**config.mk**
```make
export PLATFORM = sky130hd
export DESIGN_NAME = demux1x16_capture
export DESIGN_NICKNAME = d
export VERILOG_FILES = /design/src/rtl/demux1x16_capture_pkg.sv /design/src/rtl/demux1x16_capture_idx_counter.sv /design/src/rtl/demux1x16_capture.sv
export SDC_FILE = /design/constraint.sdc
export NUM_CORES = 1
export LEC_CHECK = 0
export BUFFER_PORTS_ARGS = -buffer_cell sky130_fd_sc_hd__buf_2
export CAP_MARGIN = 20
export CORE_MARGIN = 3
export CORE_UTILIZATION = 56
export CTS_CLUSTER_DIAMETER = 60
export CTS_CLUSTER_SIZE = 8
export DETAILED_ROUTE_END_ITERATION = 16
export HOLD_SLACK_MARGIN = 0.15
export PLACE_DENSITY = 0.88
export SLEW_MARGIN = 15
export SYNTH_ARGS = -nofsm -noshare
export SYNTH_HDL_FRONTEND = slang
export SYNTH_SLANG_ARGS = --single-unit
```
**constraint.sdc**
```tcl
create_clock -name clk -period 1.85 [get_ports clk]
set_clock_uncertainty 0.15 [all_clocks]
set_input_delay 0.0925 -clock clk [delete_from_list [all_inputs] [get_ports clk]]
set_output_delay 0.0925 -clock clk [all_outputs]
set_load 0.02 [all_outputs]
```
**src/rtl/demux1x16_capture_pkg.sv**
```systemverilog
// Shared types and defaults for the 16:1 mux receive path.
package demux1x16_capture_pkg;

  localparam int N_DEF = 16;
  localparam int M_DEF = 4;

  typedef enum logic [1:0] {
    ST_IDLE    = 2'd0,
    ST_CAPTURE = 2'd1,
    ST_HOLD    = 2'd2
  } state_t;

endpackage

```
**src/rtl/demux1x16_capture_idx_counter.sv**
```systemverilog
// Slot index counter: synchronous clear, count enable, wrap flag on the last slot.
module idx_counter #(
  parameter int M = 4
) (
  input  logic         clk,
  input  logic         rst,
  input  logic         clr,
  input  logic         en,
  output logic [M-1:0] cnt,
  output logic         wrap
);

  // Last slot is all ones because the slot count is a power of two.
  assign wrap = (cnt == {M{1'b1}});

  // Clear wins over enable; natural rollover gives the mod-N wrap.
  always_ff @(posedge clk) begin
    if (rst)      cnt <= '0;
    else if (clr) cnt <= '0;
    else if (en)  cnt <= cnt + 1'b1;
  end

endmodule

```
**src/rtl/demux1x16_capture.sv**
```systemverilog
// Receive end of the 16:1 mux path: drives the remote select, steers each
// returned serial bit into its slot, and presents the word on valid/ready.
module demux1x16_capture
  import demux1x16_capture_pkg::*;
#(
  parameter int N = N_DEF,
  parameter int M = M_DEF
) (
  input  logic         clk,
  input  logic         rst,
  input  logic         start,
  input  logic         din,
  input  logic         din_valid,
  output logic [M-1:0] sel_out,
  output logic         busy,
  output logic [N-1:0] word,
  output logic         word_valid,
  input  logic         word_ready,
  output logic         overrun
);

  state_t         state, state_nx;
  logic [N-1:0]   shadow;
  logic [M-1:0]   idx;
  logic           wrap;
  logic           cnt_clr, cnt_en;
  logic           cap, done, start_idle;

  idx_counter #(.M(M)) u_idx (
    .clk  (clk),
    .rst  (rst),
    .clr  (cnt_clr),
    .en   (cnt_en),
    .cnt  (idx),
    .wrap (wrap)
  );

  // Select is taken straight from the counter register, so it never glitches.
  assign sel_out = idx;
  assign busy    = (state != ST_IDLE);

  // State register.
  always_ff @(posedge clk) begin
    if (rst) state <= ST_IDLE;
    else     state <= state_nx;
  end

  // Next state and per-cycle control strobes.
  always_comb begin
    state_nx   = state;
    cnt_clr    = 1'b0;
    cnt_en     = 1'b0;
    cap        = 1'b0;
    done       = 1'b0;
    start_idle = 1'b0;
    unique case (state)
      ST_IDLE: begin
        if (start) begin
          state_nx   = ST_CAPTURE;
          cnt_clr    = 1'b1;
          start_idle = 1'b1;
        end
      end
      ST_CAPTURE: begin
        // Restart beats a coincident data bit.
        if (start) begin
          cnt_clr = 1'b1;
        end else if (din_valid) begin
          cnt_en = 1'b1;
          cap    = 1'b1;
          if (wrap) begin
            state_nx = ST_HOLD;
            done     = 1'b1;
          end
        end
      end
      ST_HOLD: begin
        if (word_valid && word_ready) begin
          if (start) begin
            state_nx = ST_CAPTURE;
            cnt_clr  = 1'b1;
          end else begin
            state_nx = ST_IDLE;
          end
        end
      end
      default: state_nx = ST_IDLE;
    endcase
  end

  // Shadow register: cleared at frame setup, one slot written per valid bit.
  always_ff @(posedge clk) begin
    if (rst)          shadow      <= '0;
    else if (cnt_clr) shadow      <= '0;
    else if (cap)     shadow[idx] <= din;
  end

  // Output word: the last bit bypasses the shadow so the word lands on the same edge.
  always_ff @(posedge clk) begin
    if (rst)       word <= '0;
    else if (done) word <= {din, shadow[N-2:0]};
  end

  // Output valid: set on frame completion, dropped after the handshake.
  always_ff @(posedge clk) begin
    if (rst)                            word_valid <= 1'b0;
    else if (done)                      word_valid <= 1'b1;
    else if (word_valid && word_ready)  word_valid <= 1'b0;
  end

  // Sticky overrun: a bit arrived while the word was still waiting; only a
  // fresh start from idle clears it.
  always_ff @(posedge clk) begin
    if (rst)                                  overrun <= 1'b0;
    else if (start_idle)                      overrun <= 1'b0;
    else if (state == ST_HOLD && din_valid)   overrun <= 1'b1;
  end

endmodule
```
## Word level (Yosys, flattened, before mapping)

Cells that the tools add are included.

- Flip-flop bits (word level): 40
- Bits in latches: 0
- RAM bits: 0
- Memory bits (read-only): 0
- Input bits: 6
- Output and inout bits: 23
- Memories kept: 0

- Add/sub/neg operators: 1
- Multipliers: 0
- Div/mod/pow operators: 0
- Magnitude comparators: 2
- Equality and inequality tests: 8
- Shifts and indexed selects: 0
- Muxes and demuxes: 23
- Bitwise logic cells: 0
- Reduce and logical (&&, ||, !) cells: 10

Operators by type and width:

| operator | number |
|---|---|
| $bwmux 16 | 1 |
| $mux 1 | 14 |
| $mux 2 | 5 |
| $ne 2x2->1 const B | 4 |
| $pmux 2 s3 | 1 |
| $reduce_or 2->1 | 3 |
| $lt 4x5->1 const B | 1 |
| $reduce_and 5->1 | 1 |
| $add 4x1->4 const B | 1 |
| $demux 1 s4 | 1 |
| $eq 4x4->1 const B | 1 |
| $ge 4x1->1 const B | 1 |
| $reduce_bool 2->1 | 2 |
| $logic_and 1x1->1 | 3 |
| $eq 2x1->1 const B | 1 |
| $eq 2x2->1 const B | 1 |
| $logic_not 2->1 | 1 |
| $ne 2x1->1 const B | 1 |
| $pmux 1 s2 | 1 |

## Depth between registers and ports, before layout

- Depth in word-level cells: 6
- Mapped depth: 5

## Hierarchy

Synthesis repeated with hierarchy kept, for this count alone.

- Cells, all modules: 202
- Area, all modules: 1,800.5 um2

Modules (own cells, without submodules):

| module | instances | cells each | area an instance (um2) | seq. area each (um2) |
|---|---|---|---|---|
| demux1x16_capture | 1 | 184 | 1,616.6 | 700.7 |
| idx_counter | 1 | 18 | 183.9 | 80.1 |

## Worst setup path before layout

Ideal clock, no wire load.

- Kind: register to register
- Start: reg u_idx.cnt[0]
- End: reg word[10]
- Setup time: 0.072 ns
- Arrival time: 1.626 ns
- Required time: 1.628 ns
- Slack: 0.002 ns
- Stages on the path, launching flop included: 6
- Buffers on the path: 1
- Period minus slack after synthesis: 1.848 ns
- Path through: dfxtp_1 ha_1 nand3b_4 nor3_4 buf_12 mux2i_1

- Cells in the longest elaborated chain, start to end: 5

RTL lines:

| what | line | text |
|---|---|---|
| start: declaration | demux1x16_capture_idx_counter.sv:9 | `output logic [M-1:0] cnt,` |
| start signal: assignment | demux1x16_capture_idx_counter.sv:20 | `else if (en) cnt <= cnt + 1'b1;` |
| $eq 4x4->1 | demux1x16_capture_idx_counter.sv:14 | `assign wrap = (cnt == {M{1'b1}});` |
| $mux 1 | demux1x16_capture.sv:71 | `if (wrap) begin` |
| $mux 1 | demux1x16_capture.sv:68 | `end else if (din_valid) begin` |
| $mux 1 | demux1x16_capture.sv:66 | `if (start) begin` |
| $mux 1 | demux1x16_capture.sv:56 | `unique case (state)` |
| end signal: assignment | demux1x16_capture.sv:101 | `else if (done) word <= {din, shadow[N-2:0]};` |
| end: declaration | demux1x16_capture.sv:16 | `output logic [N-1:0] word,` |

No other way between the ends.
A chain may end at the register's enable or synchronous reset.

## Final worst setup path

- Start: reg state[0]
- End: reg shadow[4]

- Cells in the longest elaborated chain, start to end: 4
- Elaborated cells between the ends (all ways): 7
- Classes of those cells: eq/ne (2); mux (2); reduce/logical (3)

RTL lines:

| what | line | text |
|---|---|---|
| start: declaration | demux1x16_capture.sv:22 | `state_t state, state_nx;` |
| start signal: assignment | demux1x16_capture.sv:45 | `else state <= state_nx;` |
| $eq 2x1->1 or $logic_not 2->1 (tied branches) | demux1x16_capture.sv:56 |  |
| $reduce_or 2->1 (no source line) | n/a |  |
| $pmux 1 s2 | demux1x16_capture.sv:56 |  |
| $reduce_or 2->1 (no source line) | n/a |  |
| end signal: indexed assignment | demux1x16_capture.sv:95 | `else if (cap) shadow[idx] <= din;` |
| end: declaration | demux1x16_capture.sv:23 | `logic [N-1:0] shadow;` |

Several ways; a longest one is shown, not always the timed one.

==> results.sh <==
export IMPL_status="finished, final reports clean"
export IMPL_critPathKind="flip-flop to flip-flop"
export IMPL_syn_inst=198
export IMPL_routedWlPerCell_um=14.65
export IMPL_mostFrequentLayoutCells="dfxtp_1 (39), nand2b_1 (33), buf_2 (28)"
export IMPL_finalSetupTns_ns=0
export IMPL_syn_to_final_growth_pct=16.74
export IMPL_drcViolationCount=0
export IMPL_period_needed_ns=1.700
export IMPL_hold_class="flip-flop to flip-flop"
export IMPL_cts_root_buf="clkbuf_4"
export IMPL_max_cap_violations=0
export IMPL_reg2reg_depth=4
export IMPL_dp_hpwl_mm=2.809
export IMPL_synth_area_top_cells="dfxtp_1 (40%), nand2b_1 (11%), mux2i_1 (8.8%)"
export IMPL_power_w=0.001438
export IMPL_holdPathStages=2
export IMPL_die_y_um=64.79
export IMPL_antenna_found_initial=0
export IMPL_worstSetupEndpointType="flip-flop"
export IMPL_dominantRegCellSynth="dfxtp_1"
export IMPL_setup_viol=0
export IMPL_tightest_slew_ns=0.3992
export IMPL_n_fill_cell=272
export IMPL_rr_startpoint="state[0]$_SDFFE_PP0P_"
export IMPL_grt_max_degree=36
export IMPL_grt_overflow=0
export IMPL_final_instance_count_excl_fill=278
export IMPL_ios=29
export IMPL_yosysSeqAreaShare_pct=40.34
export IMPL_rrSetupSlack_ns=0.15
export IMPL_grt_setup_unrepaired="false"
export IMPL_synth_largest_area_cell="dfxtp_1"
export IMPL_cp_start_kind="flip-flop"
export IMPL_netlist_area_um2=1936
export IMPL_min_delay_start="word[15]$_SDFFE_PP0P_"
export IMPL_dieArea_um2=4198
export IMPL_cts_sinks=39
export IMPL_synth_avg_cell_area_um2=9.776
export IMPL_min_delay_worst_endpoint="word[15]$_SDFFE_PP0P_"
export IMPL_hold_viol=0
export IMPL_drv_slew=0
export IMPL_drt_first_pass_iters=4
export IMPL_rows=20
export IMPL_critPathMaxFanout=10
export IMPL_drive_above_1_share_pct=22.65
export IMPL_grt_pass1_wl_mm=6.969
export IMPL_ir_drop_mv=0.3896
export IMPL_port_buffers=28
export IMPL_synth_nets=208
export IMPL_synth_edf_count=0
export IMPL_slew_headroom_pct=73.38
export IMPL_clock_fmax_mhz=588.4
export IMPL_die_x_um=64.79
export IMPL_start_util_pct=60.91
export IMPL_track_usage_pct=21.25
export IMPL_cts_buffer_depth=2
export IMPL_synth_top_cell_area_share_pct=40.34
export IMPL_clk_latency_ns=0.34
export IMPL_avgViaCountPerCell=5.888
export IMPL_worstPathArrival_ns=1.77
export IMPL_postRouteAntennaNets=0
export IMPL_totalWireLength_mm=4.073
export IMPL_layout_commonest_cell="dfxtp_1"
export IMPL_cts_setup_buffers=0
export IMPL_n_antenna_cell=0
export IMPL_cts_resized=0
export IMPL_nets=243
export IMPL_powerDensity_nw_per_um2=636.6
export IMPL_yosys_warnings=0
export IMPL_seq_area_um2=780.7
export IMPL_synth_cell_type_count=35
export IMPL_r2r_end="shadow[4]$_SDFFE_PP0P_"
export IMPL_fin_crit_sh_pct=91.87
export IMPL_worst_slack_ns=0.1504
export IMPL_core_area_um2=3178
export IMPL_synth_seq_cells=39
export IMPL_cts_buffers=5
export IMPL_grt_pass1_vias=1565
export IMPL_place_inst=265
export IMPL_final_util_pct=71.10
export IMPL_synthArstFlopShare_pct=0
export IMPL_dr_first_iter_drc_count=89
export IMPL_leakage_nw=0.8021
export IMPL_cts_htree_levels=2
export IMPL_cts_clk_slew_worst_paths_ns=0.11
export IMPL_cts_tree="built"
export IMPL_cp_required_ns=1.92
export IMPL_pre_cts_ws_ns=0.1760
export IMPL_multi_input_area_um2=1035
export IMPL_gp_congestion=0.8642
export IMPL_vias=1637
-- synthesized netlist by cell type (2+ instances only) --
master,instances
dfxtp_1,39
nand2b_1,33
mux2i_1,17
a211oi_1,16
nand4_1,15
o41ai_1,12
clkbuf_1,9
inv_1,8
o21ai_0,5
a21oi_1,4
ha_1,4
nor2b_1,4
nand3_1,3
o31ai_1,3
buf_2,2
buf_4,2
nand2_1,2
nand3b_1,2
nor3_1,2
-- power by group --
part / switching (W) / internal [W]
combinational: 0.0000567 / 0.0000451
clock: 0.000265 / 0.000224
sequential: 0.00000593 / 0.000842
-- critical path, cell delays in order (launching register included) --
cell and delay (ns):
dfxtp_1 0.54, nand4bb_1 0.25, buf_4 0.24, o41ai_1 0.28, a211oi_1 0.12
-- state kept, by name (all words and copies together), names as in the netlist --
name	cells
overrun	1
shadow	15
state	2
u_idx.cnt	4
word	16
word_valid	1
-- cells by family after synthesis --
kind of cell / share of synthesized area (%)
simple gates: 24.89
compound gates: 16.74
flops: 40.34
buf+inv: 6.205
mux: 8.791
fa+ha+maj: 2.586
xor+xnor: 0.4526
-- what timing repair did --
action                                 in CTS  in global routing
endpoints found under the hold margin      24                  0
hold buffers                                5                  0
setup endpoints to repair                   0                  0
-- cell type report --
class / instances / area share [%]
Multi-Input combinational cell: 136 / 45.79
Timing Repair Buffer: 43 / 12.85
Sequential cell: 39 / 34.55
Inverter: 8 / 1.329
Tap cell: 44 / 2.436
Clock buffer: 8 / 3.045
-- worst max-delay path by stage --
| stage | to | depth (start not counted) | slack, ns | from |
|---|---|---|---|---|
| floorplan | word[10]$_SDFFE_PP0P_ | 5 | 0.002 | u_idx.cnt[0]$_SDFFE_PP0P_ |
| global placement | word[4]$_SDFFE_PP0P_ | 5 | 0.28 | u_idx.cnt[1]$_SDFFE_PP0P_ |
| detailed placement | shadow[0]$_SDFFE_PP0P_ | 4 | 0.18 | state[0]$_SDFFE_PP0P_ |
| CTS | shadow[4]$_SDFFE_PP0P_ | 4 | 0.15 | state[0]$_SDFFE_PP0P_ |
| global route | shadow[4]$_SDFFE_PP0P_ | 4 | 0.02 | state[0]$_SDFFE_PP0P_ |
| finish | shadow[4]$_SDFFE_PP0P_ | 4 | 0.15 | state[0]$_SDFFE_PP0P_ |
-- per-stage QoR --
stage / instance area [um^2] / hold WS, ns
after global placement: 2141 / 0.2359
after global routing: 2260 / 0.3468
after detailed placement: 2141 / 0.2488
after floorplan: 1936 / 0.09786
final: 2260 / 0.3273
after CTS: 2260 / 0.3310
-- per-layer routing --
metal / global-route usage, % / vias to the layer above / part of all wire [%]
li1: - / 803 / -
met4: 6.332 / 0 / 0.88
met1: 26.08 / 759 / 43
met2: 35.50 / 70 / 48
met3: 6.586 / 5 / 7.8
met5: 0 / - / 0
No activity file was read; power rests on OpenSTA's default activity.
